$ cat src/rtl/ps2_pkg.sv
// ps2_pkg: shared PS/2 receiver constants and the frame state type
package ps2_pkg;
    localparam logic [7:0] PS2_BREAK     = 8'hF0;
    localparam logic [7:0] PS2_EXT       = 8'hE0;
    localparam int         PS2_DATA_BITS = 8;
    typedef enum logic [1:0] {IDLE, DATA, PARITY, STOP} frame_state_t;
endpackage

$ cat src/rtl/ps2_pin_filter.sv
// ps2_pin_filter: synchronises both PS/2 pins, glitch-filters ps2_clk and emits its falling-edge pulse
module ps2_pin_filter #(
    parameter int FILTER_LEN = 8
) (
    input  logic clk,
    input  logic rst,
    input  logic pin_clk,
    input  logic pin_data,
    output logic fall,
    output logic data_sync
);
    localparam int CW = $clog2(FILTER_LEN + 1);
    logic [1:0]    clk_sync, dat_sync;
    logic          clk_filt;
    logic [CW-1:0] cnt;
    // Synchronisers and filter reset to the bus idle level so reset never fakes an edge
    always_ff @(posedge clk or posedge rst) begin
        if (rst) begin
            clk_sync <= 2'b11;
            dat_sync <= 2'b11;
            clk_filt <= 1'b1;
            cnt      <= '0;
            fall     <= 1'b0;
        end else begin
            clk_sync <= {clk_sync[0], pin_clk};
            dat_sync <= {dat_sync[0], pin_data};
            fall     <= 1'b0;
            if (clk_sync[1] == clk_filt) cnt <= '0;
            else if (cnt == CW'(FILTER_LEN - 1)) begin
                cnt      <= '0;
                clk_filt <= clk_sync[1];
                fall     <= ~clk_sync[1];
            end else cnt <= cnt + 1'b1;
        end
    end
    assign data_sync = dat_sync[1];
endmodule

$ cat src/rtl/ps2_scancode_rx.sv
// ps2_scancode_rx: PS/2 keyboard frame receiver delivering make codes qualified by E0/F0 prefixes
module ps2_scancode_rx
    import ps2_pkg::*;
#(
    parameter int FILTER_LEN     = 8,
    parameter int TIMEOUT_CYCLES = 200000,
    parameter bit DROP_BREAK     = 1'b1
) (
    input  logic       clk,
    input  logic       rst,
    input  logic       ps2_clk,
    input  logic       ps2_data,
    output logic [7:0] scancode,
    output logic       scan_valid,
    output logic       extended,
    output logic       is_break,
    output logic       frame_err
);
    localparam int TW = $clog2(TIMEOUT_CYCLES + 1);
    localparam int BW = $clog2(PS2_DATA_BITS);
    frame_state_t             state, state_nxt;
    logic                     fall, data_s, tmo, par_ok, byte_rdy, err_det;
    logic                     par_bit, ext_pend, brk_pend;
    logic [PS2_DATA_BITS-1:0] shift;
    logic [BW-1:0]            bit_cnt;
    logic [TW-1:0]            tcnt;

    ps2_pin_filter #(.FILTER_LEN(FILTER_LEN)) u_filter (
        .clk       (clk),
        .rst       (rst),
        .pin_clk   (ps2_clk),
        .pin_data  (ps2_data),
        .fall      (fall),
        .data_sync (data_s)
    );

    always_ff @(posedge clk or posedge rst) begin
        if (rst) state <= IDLE;
        else     state <= state_nxt;
    end

    // A timeout takes priority over an edge arriving in the same cycle
    always_comb begin
        state_nxt = state;
        if (tmo) state_nxt = IDLE;
        else if (fall)
            case (state)
                IDLE:    state_nxt = data_s ? IDLE : DATA;
                DATA:    state_nxt = (bit_cnt == BW'(PS2_DATA_BITS - 1)) ? PARITY : DATA;
                PARITY:  state_nxt = STOP;
                default: state_nxt = IDLE;
            endcase
    end

    always_comb begin
        tmo      = (state != IDLE) && (tcnt == TW'(TIMEOUT_CYCLES - 1));
        par_ok   = ^{shift, par_bit};
        byte_rdy = !tmo && fall && (state == STOP) && data_s && par_ok;
        err_det  = tmo || (fall && (state == STOP) && !(data_s && par_ok));
    end

    always_ff @(posedge clk or posedge rst) begin
        if (rst) begin
            shift   <= '0;
            bit_cnt <= '0;
            par_bit <= 1'b0;
            tcnt    <= '0;
        end else begin
            tcnt <= (state == IDLE || fall || tmo) ? '0 : tcnt + 1'b1;
            if (tmo) begin
                shift   <= '0;
                bit_cnt <= '0;
            end else if (fall) begin
                if (state == IDLE) begin
                    shift   <= '0;
                    bit_cnt <= '0;
                end
                if (state == DATA) begin
                    shift   <= {data_s, shift[PS2_DATA_BITS-1:1]};
                    bit_cnt <= bit_cnt + 1'b1;
                end
                if (state == PARITY) par_bit <= data_s;
            end
        end
    end

    always_ff @(posedge clk or posedge rst) begin
        if (rst) begin
            {scancode, scan_valid, extended, is_break, frame_err} <= '0;
            {ext_pend, brk_pend} <= 2'b00;
        end else begin
            scan_valid <= 1'b0;
            frame_err  <= err_det;
            if (err_det) {ext_pend, brk_pend} <= 2'b00;
            else if (byte_rdy) begin
                if (shift == PS2_EXT) ext_pend <= 1'b1;
                else if (shift == PS2_BREAK) brk_pend <= 1'b1;
                else begin
                    {ext_pend, brk_pend} <= 2'b00;
                    if (!(brk_pend && DROP_BREAK)) begin
                        scan_valid <= 1'b1;
                        scancode   <= shift;
                        extended   <= ext_pend;
                        is_break   <= brk_pend;
                    end
                end
            end
        end
    end
endmodule
$ cat config.mk
export PLATFORM = sky130hd
export DESIGN_NAME = ps2_scancode_rx
export DESIGN_NICKNAME = d
export VERILOG_FILES = /design/src/rtl/ps2_pkg.sv /design/src/rtl/ps2_pin_filter.sv /design/src/rtl/ps2_scancode_rx.sv
export SDC_FILE = /design/constraint.sdc
export NUM_CORES = 1
export LEC_CHECK = 0
export ABC_CLOCK_PERIOD_IN_PS = 2500
export CORE_ASPECT_RATIO = 2
export CORE_MARGIN = 4
export CORE_UTILIZATION = 55
export DETAILED_ROUTE_END_ITERATION = 10
export PLACE_DENSITY = 0.75
export SYNTH_ARGS = -nofsm -noshare
export SYNTH_HDL_FRONTEND = slang
export SYNTH_HIERARCHICAL = 1
export SYNTH_SLANG_ARGS = --single-unit
$ cat constraint.sdc
create_clock -name clk -period 2.5 [get_ports clk]
set_input_delay 0.625 -clock clk [delete_from_list [all_inputs] [get_ports clk]]
set_output_delay 0.625 -clock clk [all_outputs]
set_load 0.03 [all_outputs]
==> summary.md, run 1 <==
| Metric | Value |
|---|---|
| Clock Latency Late Sink | `0.30 ns` |
| Max-capacitance violation count | `0` |
| CTS clock-pin slew for the worst setup and hold paths | `0.09 ns` |
| Initial antenna violation count | `0` |
| Total power | `1560 uW` |
| Worst min path class | `reg -> reg` |
| # H-tree levels | `2` |
| Tot GR Track Use | `17.1%` |
| XOR/XNOR share of the synthesized area | `9.15%` |
| WHS Path Cells | `0` |
| Syn Std Cell Area | `2500 um2` |
| Post-DP HPWL | `3330 um` |
| Avg Synthesized Cell Area | `12.2 um2` |
| Register area share after synthesis | `55.2%` |
| Slew margin rel. | `25.3%` |
| RSZ-0062 raised after global routing | `no` |
| Net Count, Synth | `214` |
| Crit end category | `flip-flop` |
| Die Height | `103 um` |
| Final #Nets | `231` |
| I/O Pins | `16` |
| Post-synth EDFFs | `0` |
| Yosys warning count | `6` |
| Iteration-0 DRC Markers | `36` |
| ANT nets after route | `0` |
| Post-CTS Hold Buffers | `0` |
| Cells after Synth | `206` |
| Largest family of logic cells by synthesized area | `simple AND/OR/NAND/NOR gates` |
| DRC | `0` |
| Final WL | `4430 um` |
| # clock sinks | `55` |
| Max VDD drop | `634 uV` |
| Maximum fanout along the worst path | `11` |
| # rows | `34` |
| Post-Synth Adder-Cell Area | `2.00%` |
| Multiplexer area fraction after synthesis | `7.80%` |
| Yosys cell types | `40` |
| Die area | `5760 um2` |
| Reg2reg start | `tcnt[2]` |
| Setup repair bufs after CTS | `0` |
| Slew @ Worst Pin | `1.11 ns` |
| Fin crit period | `2.33 ns` |
| Post-cts resize count | `0` |
| Hold Slack | `0.359 ns` |
| TritonCTS Buffers | `5` |
| Via count | `1,558` |
| Slew Viols, Final | `0` |
| Final hold violation count | `0` |
| Fraction of layout cells with a size suffix above 1 | `14.3%` |
| Clk buf depth | `2` |
| Power density over cell area | `556 nW/um2` |
| Final Core Density | `63.9%` |
| Starting Density | `57.1%` |
| Hold path start | `u_filter/clk_sync[0]` |
| Port Buffers | `14` |
| Area fraction in and, or, nand and nor cells after synthesis | `16.9%` |
| Area post-placement | `2700 um2` |
| Status | `finished clean` |
| Final setup TNS | `0 ns` |
| Critical Path RT | `2.74 ns` |
| FMAX | `429 MHz` |
| Area Growth Syn to Fin | `11.8%` |
| Most common cell in the netlist | `dfrtp_1` |
| Leading area contributor after synthesis | `dfrtp_1` |
| Fin crit share | `93.3%` |
| Startpoint type of the worst setup path | `flip-flop` |
| Commonest cells in the synthesized netlist | `50 x dfrtp_1, 24 x nor2_1, 11 x xor2_1` |
| Worst Setup Path Type | `reg -> reg` |
| Vias in the first global route | `1,660` |
| Clock root cell | `clkbuf_8` |
| R2r endpoint | `bit_cnt[0]` |
| Worst R2R Setup Slack | `0.17 ns` |
| Global route total overflow | `0` |
| Placer Congestion | `0.782` |
| CTS tree | `done` |
| Critical Path AT | `2.57 ns` |
| Synth Area in Compound Gates | `6.15%` |
| Yosys reg bits | `55` |
| Finished Cell Area | `2800 um2` |
| # diodes | `0` |
| Die X | `55.7 um` |
| Yosys top cell area share | `50.0%` |
| Crit path launch | `tcnt[2]` |
| Synth area leaders | `dfrtp_1 50%, mux2_4 6.0%, dfstp_2 5.2%` |
| Worst Skew | `0.00334 ns` |
| Largest net degree at the start of global routing | `46` |
| R2R depth | `5` |
| 1st-pass router iterations | `4` |
| First-pass GRT wire length | `7580 um` |
| Hold Path Sink | `u_filter/clk_sync[1]` |
| Setup violations, final | `0` |
| DR WL/cell | `15.9 um` |
| P_leak | `0.00130 uW` |
| Dominant synthesized flop cell | `dfrtp_1` |
| Core footprint | `4380 um2` |
| Routed vias/inst | `5.60` |
| Async set-reset flop share out of synthesis | `100%` |
-- report_power, final --
part / internal [uW] / total [uW] / leakage [uW] / switching (uW)
Clock: 253 / 512 / 0.0000515 / 259
Sequential: 926 / 953 / 0.000749 / 27.0
Combinational: 43.5 / 92.4 / 0.000496 / 48.9
-- registers in the layout, indices dropped and copies added, names as in the netlist --
register           flops
bit_cnt                3
brk_pend               1
ext_pend               1
extended               1
frame_err              1
par_bit                1
scan_valid             1
scancode               8
shift                  8
state                  2
tcnt                  18
u_filter/clk_filt      1
u_filter/clk_sync      2
u_filter/cnt           4
u_filter/dat_sync      2
u_filter/fall          1
-- cell type report --
cell class                      count  area (um2)
Fill cell                         342        1580
Sequential cell                    55        1380
Multi-Input combinational cell    137        1060
Timing Repair Buffer               18         170
Clock buffer                        8         100
Tap cell                           54        67.6
Inverter                            6        22.5
-- cells in the final DEF (no fill, tap or decap), types with 2 or more instances in the layout --
cell type	count
nor2_1	24
xnor3_1	2
dfrtp_1	50
a21oi_1	5
and2_1	2
clkbuf_8	7
and3_1	6
o31ai_1	2
buf_4	4
nand4bb_1	4
nand2_1	8
xnor2_1	10
xor2_1	11
and4_1	4
ha_1	4
nand4_1	3
nor3_1	2
nor3b_1	3
nor2b_1	5
dfstp_2	5
nand3_1	5
a22o_1	10
o21ai_0	2
mux2_2	2
mux2_4	10
inv_1	5
clkdlybuf4s50_1	14
or2_2	2
nor4_1	2
-- cells by family after synthesis --
family,count (synthesis)
compound gates,21
fa+ha+maj,4
buf+inv,14
flops,55
xor+xnor,23
simple gates,75
other cells,1
mux,13
-- metrics by stage --
stage | setup WS, ns | cells
2_1_floorplan | 0.548 | 206
3_3_place_gp | 0.291 | 270
3_5_place_dp | 0.219 | 270
4_1_cts | 0.191 | 278
5_1_grt | 0.0169 | 278
6_report | 0.168 | 278
-- critical path, cell delays in order (launching register included) --
cell and delay (ns):
dfrtp_1 0.42, and3_1 0.22, and3_1 0.23, and3_1 0.24, nor3_1 0.86, mux2_2 0.30
-- how the worst max path moves through the flow --
stage	endpoint	slack, ns	depth (start not counted)
after floorplan	extended	0.55	6
after global placement	bit_cnt[0]	0.29	5
after detailed placement	bit_cnt[0]	0.22	5
after CTS	bit_cnt[0]	0.19	5
after global routing	bit_cnt[0]	0.02	5
final	bit_cnt[0]	0.17	5
-- routing by layer --
metal | up-vias | GRT usage, % | wire length (um)
met5 | - | 0 | 0
met1 | 779 | 17.8 | 1750
met2 | 30 | 32.7 | 2510
li1 | 747 | - | -
met4 | 0 | 8.05 | 42
met3 | 2 | 3.11 | 131
Note: power is estimated with default switching activity, not from simulation.
==> run 2: changes to the inputs <==
- ABC_AREA: default -> 1
- ABC_CLOCK_PERIOD_IN_PS: 2500 -> 2200
- clock period: 2.5 -> 2.2 ns (I/O delays scaled with it)
==> run 2 against run 1 <==
Compared with the run above: first-iteration DRC count is 110% higher; critical path depth down 4; non-clock buffer count decreased by 2; critical endpoint is now scancode[7]; sequential share of layout area decreased by 3.1 points; final cell count increased by 32%; largest power group unchanged; sequential cell count did not move; register-to-register slack improved by 0.17 ns; routed wire length grew 12%; clock skew rose by 0.0060 ns.
==> summary.md, run 2 <==
| Metric | Value |
|---|---|
| Status | `finished clean` |
| Largest net degree at the start of global routing | `24 (-48%)` |
| Buffers & Inverters on Critical Path | `1 (+1)` |
| Fill count | `425 (+24%)` |
| Final #Nets | `319 (+38%)` |
| 1st-pass router iterations | `5 (+1)` |
| I/O Pins | `16 (unchanged)` |
| Largest register FFs | `18 (unchanged)` |
| Register area | `1380 um2 (unchanged)` |
| Max-capacitance violation count | `0 (unchanged)` |
| Area post-placement | `2890 um2 (+7.0%)` |
| Global route total overflow | `0 (unchanged)` |
| Final setup TNS | `0 ns (unchanged)` |
| Worst path cell trace | `clkdlybuf4s50_1` |
| R2R depth | `7 (+2)` |
| R2r endpoint | `shift[3]` |
| First-pass GRT wire length | `9050 um (+19%)` |
| Starting Density | `57.9% (+0.75 points)` |
| Core footprint | `4690 um2 (+6.9%)` |
| Max VDD drop | `519 uV (-18%)` |
| Dominant synthesized flop cell | `dfrtp_1` |
| DR WL/cell | `13.6 um (-15%)` |
| Slew margin rel. | `60.9% (+36 points)` |
| Pre-CTS WS | `0.391 ns (+0.172 ns)` |
| TritonCTS Buffers | `5 (unchanged)` |
| Reg2reg start | `tcnt[0]` |
| RSZ-0062 raised after global routing | `no` |
| WHS Path Cells | `0 (unchanged)` |
| Worst Skew | `0.00937 ns (+0.00602 ns)` |
| Clock Latency Late Sink | `0.31 ns (about the same)` |
| Clock root cell | `clkbuf_8` |
| Most flops, register | `tcnt` |
| Yosys cell types | `40 (unchanged)` |
| Tot GR Track Use | `18.8% (+1.7 points)` |
| Initial antenna violation count | `0 (unchanged)` |
| Finished Cell Area | `2990 um2 (+6.8%)` |
| Slew Viols, Final | `0 (unchanged)` |
| # rows | `35 (+2.9%)` |
| Fin crit period | `1.91 ns` |
| Setup repair bufs after CTS | `0 (unchanged)` |
| Final WL | `4970 um (+12%)` |
| Yosys reg bits | `55 (unchanged)` |
| Syn Std Cell Area | `2710 um2 (+8.3%)` |
| Iteration-0 DRC Markers | `76 (+110%)` |
| Routed vias/inst | `5.43 (-3.1%)` |
| Via count | `1,992 (+28%)` |
| Total power | `1750 uW (+13%)` |
| CP peak stage delay | `0.67 ns (-0.19 ns)` |
| Post-CTS Hold Buffers | `0 (unchanged)` |
| Met2 wire length | `2850 um (+13%)` |
| Crit end category | `primary output` |
| Post-cts resize count | `0 (unchanged)` |
| Highest metal used | `met4` |
| Clk buf depth | `2 (unchanged)` |
| Setup violations, final | `0 (unchanged)` |
| Worst min path class | `reg -> reg` |
| Slew @ Worst Pin | `0.587 ns (-0.525 ns)` |
| Post-synth EDFFs | `0 (unchanged)` |
| DRC | `0 (unchanged)` |
| Worst path top cell family by delay | `buffers and inverters` |
| Fraction of layout cells with a size suffix above 1 | `17.6% (+3.3 points)` |
| Net Count, Synth | `302 (+41%)` |
| Placer Congestion | `0.813 (+3.9%)` |
| Final hold violation count | `0 (unchanged)` |
| Register area share after synthesis | `51.0% (-4.3 points)` |
| Startpoint type of the worst setup path | `flip-flop` |
| Crit path launch | `scancode[7]` |
| Cells after Synth | `294 (+43%)` |
| Power density over cell area | `587 nW/um2 (+5.6%)` |
| Die area | `6190 um2 (+7.4%)` |
| Commonest non-fill, non-tap cell in the layout | `nand2_1` |
| # clock sinks | `55 (unchanged)` |
| Die Height | `107 um (+3.8%)` |
| # diodes | `0 (unchanged)` |
| Leading area contributor after synthesis | `dfrtp_1` |
| Yosys warning count | `6 (unchanged)` |
| Post-DP HPWL | `3750 um (+13%)` |
| Commonest cells in the synthesized netlist | `64 x nand2_1, 50 x dfrtp_1, 27 x nor2_1` |
| Area of the multi-input gates | `1160 um2 (+10%)` |
| Worst R2R Setup Slack | `0.34 ns (+0.17 ns)` |
| Hold Slack | `0.360 ns (+0.000659 ns)` |
| # H-tree levels | `2 (unchanged)` |
| Most frequent cells in the layout | `64 x nand2_1, 50 x dfrtp_1, 27 x nor2_1` |
| Avg Synthesized Cell Area | `9.23 um2 (-24%)` |
| Critical Path RT | `1.65 ns (-1.09 ns)` |
| P_leak | `0.00132 uW (+1.6%)` |
| Hold path start | `u_filter/clk_sync[0]` |
| Met3 WL | `149 um (+14%)` |
| Area Growth Syn to Fin | `10.1%` |
| Die X | `57.7 um (+3.5%)` |
| M1 wire length | `1820 um (+3.8%)` |
| Hold Path Sink | `u_filter/clk_sync[1]` |
| CP max stage cell | `clkdlybuf4s50_1` |
| Most common cell in the netlist | `nand2_1` |
| Critical Path AT | `1.36 ns (-1.21 ns)` |
| Vias in the first global route | `2,124 (+28%)` |
| Yosys top cell area share | `46.1% (-3.8 points)` |
| Registers with the most flip-flops | `tcnt x18, scancode x8, shift x8` |
| Final setup margin | `0.290 ns (+0.122 ns)` |
| Worst Setup Path Type | `reg -> out` |
| ANT nets after route | `0 (unchanged)` |
| Async set-reset flop share out of synthesis | `100% (unchanged)` |
| Synth area leaders | `dfrtp_1 46%, nand2_1 8.9%, dfstp_2 4.8%` |
| Port Buffers | `14 (unchanged)` |
| Fin crit share | `86.8%` |
| FMAX | `524 MHz` |
| Maximum fanout along the worst path | `2 (-9)` |
| CTS clock-pin slew for the worst setup and hold paths | `0.10 ns (about the same)` |
| CTS tree | `done` |
-- run 2: changes by cell type in the layout (fill, tap and decap cells not counted), moves of 6 or more --
cell | previous run | this run
and3_1 | 6 | 0
inv_1 | 5 | 24
nor3_1 | 2 | 8
inv_2 | 0 | 7
o21ai_0 | 2 | 9
nand3_1 | 5 | 17
nand2_1 | 8 | 64
mux2_4 | 10 | 0
xnor2_1 | 10 | 3
a22o_1 | 10 | 0
o21ai_2 | 0 | 9
-- run 2: how the worst max path moves through the flow --
stage	cells past startpoint	slack, ns	to
finish	1	0.29	scancode[7]
global route	8	0.15	shift[3]
CTS	1	0.27	scancode[7]
detailed placement	8	0.39	tcnt[10]
global placement	9	0.43	tcnt[14]
floorplan	9	0.55	tcnt[16]
-- run 2: routing by layer --
layer / vias up / track usage, %
met2: 34 / 35.5
met1: 944 / 18.6
met3: 15 / 3.36
met5: - / 0
met4: 0 / 9.12
li1: 999 / -
-- run 2: stage by stage --
stage / cells / utilization, %
6_report: 367 / 63.8
5_1_grt: 367 / 63.8
4_1_cts: 367 / 63.8
3_5_place_dp: 359 / 61.7
3_3_place_gp: 359 / 61.7
2_1_floorplan: 294 / -
-- run 2: kinds of logic after synthesis --
logic type                 after synthesis  synth area share, %
adders and majority gates                4                 1.85
DFF                                     55                 51.0
muxes                                    1                0.369
AOI/OAI and AO/OA                       35                 9.69
other                                    1                0.138
buffers and inverters                   38                 6.18
xor gates and xnor gates                11                 3.55
and+or+nand+nor                        149                 27.3
-- run 2: where the power goes --
group / leakage (uW) / switching [uW] / total, uW / internal [uW]
registers: 0.000749 / 29.5 / 1080 / 1050
clock network: 0.0000474 / 330 / 587 / 257
logic: 0.000521 / 55.2 / 90.4 / 35.2
total: 0.00132 / 415 / 1750 / 1340
-- run 2: cell type report --
class | instances | area share [%]
sequential | 55 | 46.3
inverter | 32 | 4.02
multi-input combinational | 201 | 38.9
timing repair buffer | 16 | 5.19
clock buffer | 6 | 2.76
tap | 55 | 2.30
clock inverter | 2 | 0.544
==> run 3: changes to the inputs <==
--- a/config.mk
+++ b/config.mk
@@ -13,6 +13,6 @@
 export DETAILED_ROUTE_END_ITERATION = 10
-export PLACE_DENSITY = 0.75
+export PLACE_DENSITY = 0.74
 export SYNTH_ARGS = -nofsm -noshare
 export SYNTH_HDL_FRONTEND = slang
-export SYNTH_HIERARCHICAL = 1
 export SYNTH_SLANG_ARGS = --single-unit
+export TNS_END_PERCENT = 5
--- a/constraint.sdc
+++ b/constraint.sdc
@@ -3,2 +3,2 @@
 set_output_delay 0.55 -clock clk [all_outputs]
-set_load 0.03 [all_outputs]
+set_load 0.05 [all_outputs]
==> run 3 against run 2 <==
Compared with the run above: setup slack got worse by 0.15 ns; global-route usage is 0.54 points lower; synthesized area increased by 3.0%; via count grew 2.1%; sequential power about the same; sequential cell count unchanged; power increased by 1.4%; cell area increased by 3.4%; first-iteration DRC count is 9.2% higher; largest power group unchanged.
==> summary.md, run 3 <==
| Metric | Value |
|---|---|
| Fill count | `423 (-0.47%)` |
| Yosys warning count | `0 (-6)` |
| Post-CTS Hold Buffers | `0 (unchanged)` |
| CTS tree | `done` |
| # rows | `36 (+2.9%)` |
| Power density over cell area | `576 nW/um2 (-2.0%)` |
| Setup violations, final | `0 (unchanged)` |
| Fraction of layout cells with a size suffix above 1 | `20.8% (+3.2 points)` |
| Worst min path class | `reg -> reg` |
| Post-cts resize count | `0 (unchanged)` |
| Clock Latency Late Sink | `0.31 ns (about the same)` |
| Net Count, Synth | `309 (+2.3%)` |
| Syn Std Cell Area | `2790 um2 (+3.0%)` |
| Worst R2R Setup Slack | `0.14 ns (-0.20 ns)` |
| Dominant synthesized flop cell | `dfrtp_1` |
| Area of the multi-input gates | `1240 um2 (+6.9%)` |
| Leading area contributor after synthesis | `dfrtp_1` |
| Area fraction in and, or, nand and nor cells after synthesis | `30.5% (+3.3 points)` |
| Routed vias/inst | `5.37 (-1.1%)` |
| Most common cell in the netlist | `nand2_1` |
| Worst Skew | `0.00782 ns (-0.00155 ns)` |
| Startpoint type of the worst setup path | `flip-flop` |
| Critical Path RT | `2.42 ns (+0.77 ns)` |
| Post-synth EDFFs | `0 (unchanged)` |
| Clock root cell | `clkbuf_8` |
| Crit path launch | `shift[1]` |
| R2r endpoint | `scancode[1]` |
| Yosys top cell area share | `44.8% (-1.3 points)` |
| Via count | `2,034 (+2.1%)` |
| Clk buf depth | `2 (unchanged)` |
| Maximum fanout along the worst path | `16 (+14)` |
| # H-tree levels | `2 (unchanged)` |
| Area Growth Syn to Fin | `10.7%` |
| Finished Cell Area | `3090 um2 (+3.4%)` |
| Critical Path End | `scancode[1]` |
| Initial antenna violation count | `0 (unchanged)` |
| TritonCTS Buffers | `5 (unchanged)` |
| Critical Path AT | `2.28 ns (+0.92 ns)` |
| Core footprint | `4910 um2 (+4.8%)` |
| DRC | `0 (unchanged)` |
| Port Buffers | `14 (unchanged)` |
| Final #Nets | `329 (+3.1%)` |
| Largest net degree at the start of global routing | `25 (+4.2%)` |
| XOR/XNOR share of the synthesized area | `4.70% (+1.2 points)` |
| P_leak | `0.00135 uW (+2.6%)` |
| Yosys reg bits | `55 (unchanged)` |
| Final hold violation count | `0 (unchanged)` |
| Slew margin rel. | `56.7% (-4.2 points)` |
| Worst Setup Path Type | `reg -> reg` |
| RSZ-0062 raised after global routing | `no` |
| Commonest non-fill, non-tap cell in the layout | `nand2_1` |
| CTS clock-pin slew for the worst setup and hold paths | `0.10 ns (about the same)` |
| Multiplexer area fraction after synthesis | `0% (-0.37 points)` |
| Async set-reset flop share out of synthesis | `100% (unchanged)` |
| Vias in the first global route | `1,997 (-6.0%)` |
| Cells after Synth | `301 (+2.4%)` |
| ANT nets after route | `0 (unchanged)` |
| Pre-CTS WS | `0.186 ns (-0.205 ns)` |
| Fin crit share | `93.5% (+6.7 points)` |
| Setup repair bufs after CTS | `0 (unchanged)` |
| Slew Viols, Final | `0 (unchanged)` |
| 1st-pass router iterations | `4 (-1)` |
| Registers with the most flip-flops | `tcnt x18, scancode x8, shift x8` |
| Total power | `1780 uW (+1.4%)` |
| Most flops, register | `tcnt` |
| DR WL/cell | `13.4 um (-1.1%)` |
| Status | `finished clean` |
| Final setup TNS | `0 ns (unchanged)` |
| First-pass GRT wire length | `8800 um (-2.7%)` |
| # clock sinks | `55 (unchanged)` |
| Max-capacitance violation count | `0 (unchanged)` |
| Post-Synth Adder-Cell Area | `1.79% (-0.053 points)` |
| Post-placement cell count | `371 (+3.3%)` |
| Register area share after synthesis | `49.5% (-1.5 points)` |
| Die Height | `109 um (+1.4%)` |
| FMAX | `486 MHz (-7.2%)` |
| Starting Density | `56.9% (-1.0 points)` |
| Commonest cells in the synthesized netlist | `70 x nand2_1, 50 x dfrtp_1, 30 x inv_1` |
| Post-DP HPWL | `3920 um (+4.4%)` |
| Fin crit period | `2.06 ns (+0.148 ns)` |
| Iteration-0 DRC Markers | `83 (+9.2%)` |
| Die area | `6350 um2 (+2.6%)` |
| Area post-placement | `3000 um2 (+3.8%)` |
| I/O Pins | `16 (unchanged)` |
| Global route total overflow | `0 (unchanged)` |
| Yosys cell types | `32 (-20%)` |
| Most frequent cells in the layout | `70 x nand2_1, 50 x dfrtp_1, 29 x inv_1` |
| Slew @ Worst Pin | `0.644 ns (+0.0568 ns)` |
| Avg Synthesized Cell Area | `9.28 um2 (+0.56%)` |
| Largest register FFs | `18 (unchanged)` |
| Max VDD drop | `642 uV (+24%)` |
| Reg2reg start | `shift[1]` |
| Register area | `1380 um2 (unchanged)` |
| Tot GR Track Use | `18.2% (-0.54 points)` |
| Synth Area in Compound Gates | `7.17% (-2.5 points)` |
| Final WL | `5080 um (+2.1%)` |
| Fin cells | `379 (+3.3%)` |
| Final setup margin | `0.142 ns (-0.148 ns)` |
| R2R depth | `8 (+1)` |
| Largest family of logic cells by synthesized area | `simple AND/OR/NAND/NOR gates` |
| Synth area leaders | `dfrtp_1 45%, nand2_1 9.4%, o21ai_2 5.3%` |
| # diodes | `0 (unchanged)` |
| Crit end category | `flip-flop` |
| Placer Congestion | `0.897 (+10%)` |
| Die X | `58.4 um (+1.3%)` |
==> run 3: cell count changes in the layout (fill, tap and decap cells not counted), moves of 4 or more <==
cell / change
inv_1: +5
inv_2: -4
nand2_1: +6
nand2_2: +6
o21ai_0: -8
o21ai_2: +8
==> run 3: where the power goes <==
group	leakage (uW)	switching (uW)	internal, uW
Combinational	0.000555	89.8	49.8
Clock	0.0000483	335	225
Sequential	0.000749	26.6	1050
Total	0.00135	451	1330
==> run 3: per-layer routing <==
layer	vias up	part of all wire, %	GRT usage (%)
li1	1003	-	-
met1	995	36	18.2
met2	28	59	35.1
met3	8	2.6	2.84
met4	0	2.6	8.13
met5	-	0	0
==> run 3: cell families after synthesis <==
kind of cell,after synthesis
adder cells (fa/ha/maj),4
buffers and inverters,38
other,1
XOR/XNOR,15
flip-flops,55
AND/OR/NAND/NOR,163
AO/OA/AOI/OAI,25
==> run 3: stage by stage <==
step	util (%)	hold WS, ns
final	62.9	0.362
after global routing	62.9	0.370
after global placement	61.1	0.346
after floorplan	-	0.345
after CTS	62.8	0.364
after detailed placement	61.1	0.349
==> run 3: cell type report <==
type / count / share of cell area [%]
clock buffers: 5 / 2.23
clock inverters: 3 / 0.607
inverters: 33 / 4.01
multi-input cells: 208 / 40.2
flip-flops and latches: 55 / 44.7
well taps: 57 / 2.31
repair buffers: 18 / 5.91
==> run 3: how the worst min path moves through the flow <==
stage | startpoint | to | slack, ns | cells after the start
6_report | u_filter.clk_sync[0] | u_filter.clk_sync[1] | 0.36 | 0
5_1_grt | u_filter.dat_sync[0] | u_filter.dat_sync[1] | 0.37 | 0
2_1_floorplan | u_filter.clk_sync[0] | u_filter.clk_sync[1] | 0.35 | 0
3_5_place_dp | u_filter.clk_sync[0] | u_filter.clk_sync[1] | 0.35 | 0
4_1_cts | u_filter.clk_sync[0] | u_filter.clk_sync[1] | 0.36 | 0
3_3_place_gp | u_filter.clk_sync[0] | u_filter.clk_sync[1] | 0.35 | 0
==> run 3: worst max-delay path, cell delays in order (launching register included) <==
cell and delay [ns]:
dfrtp_1 0.45, nor2_1 0.19, nand3_1 0.11, nor4_1 0.51, nor3_1 0.13, nand2_2 0.31
inv_1 0.14, nand2_1 0.08, nand2_1 0.05
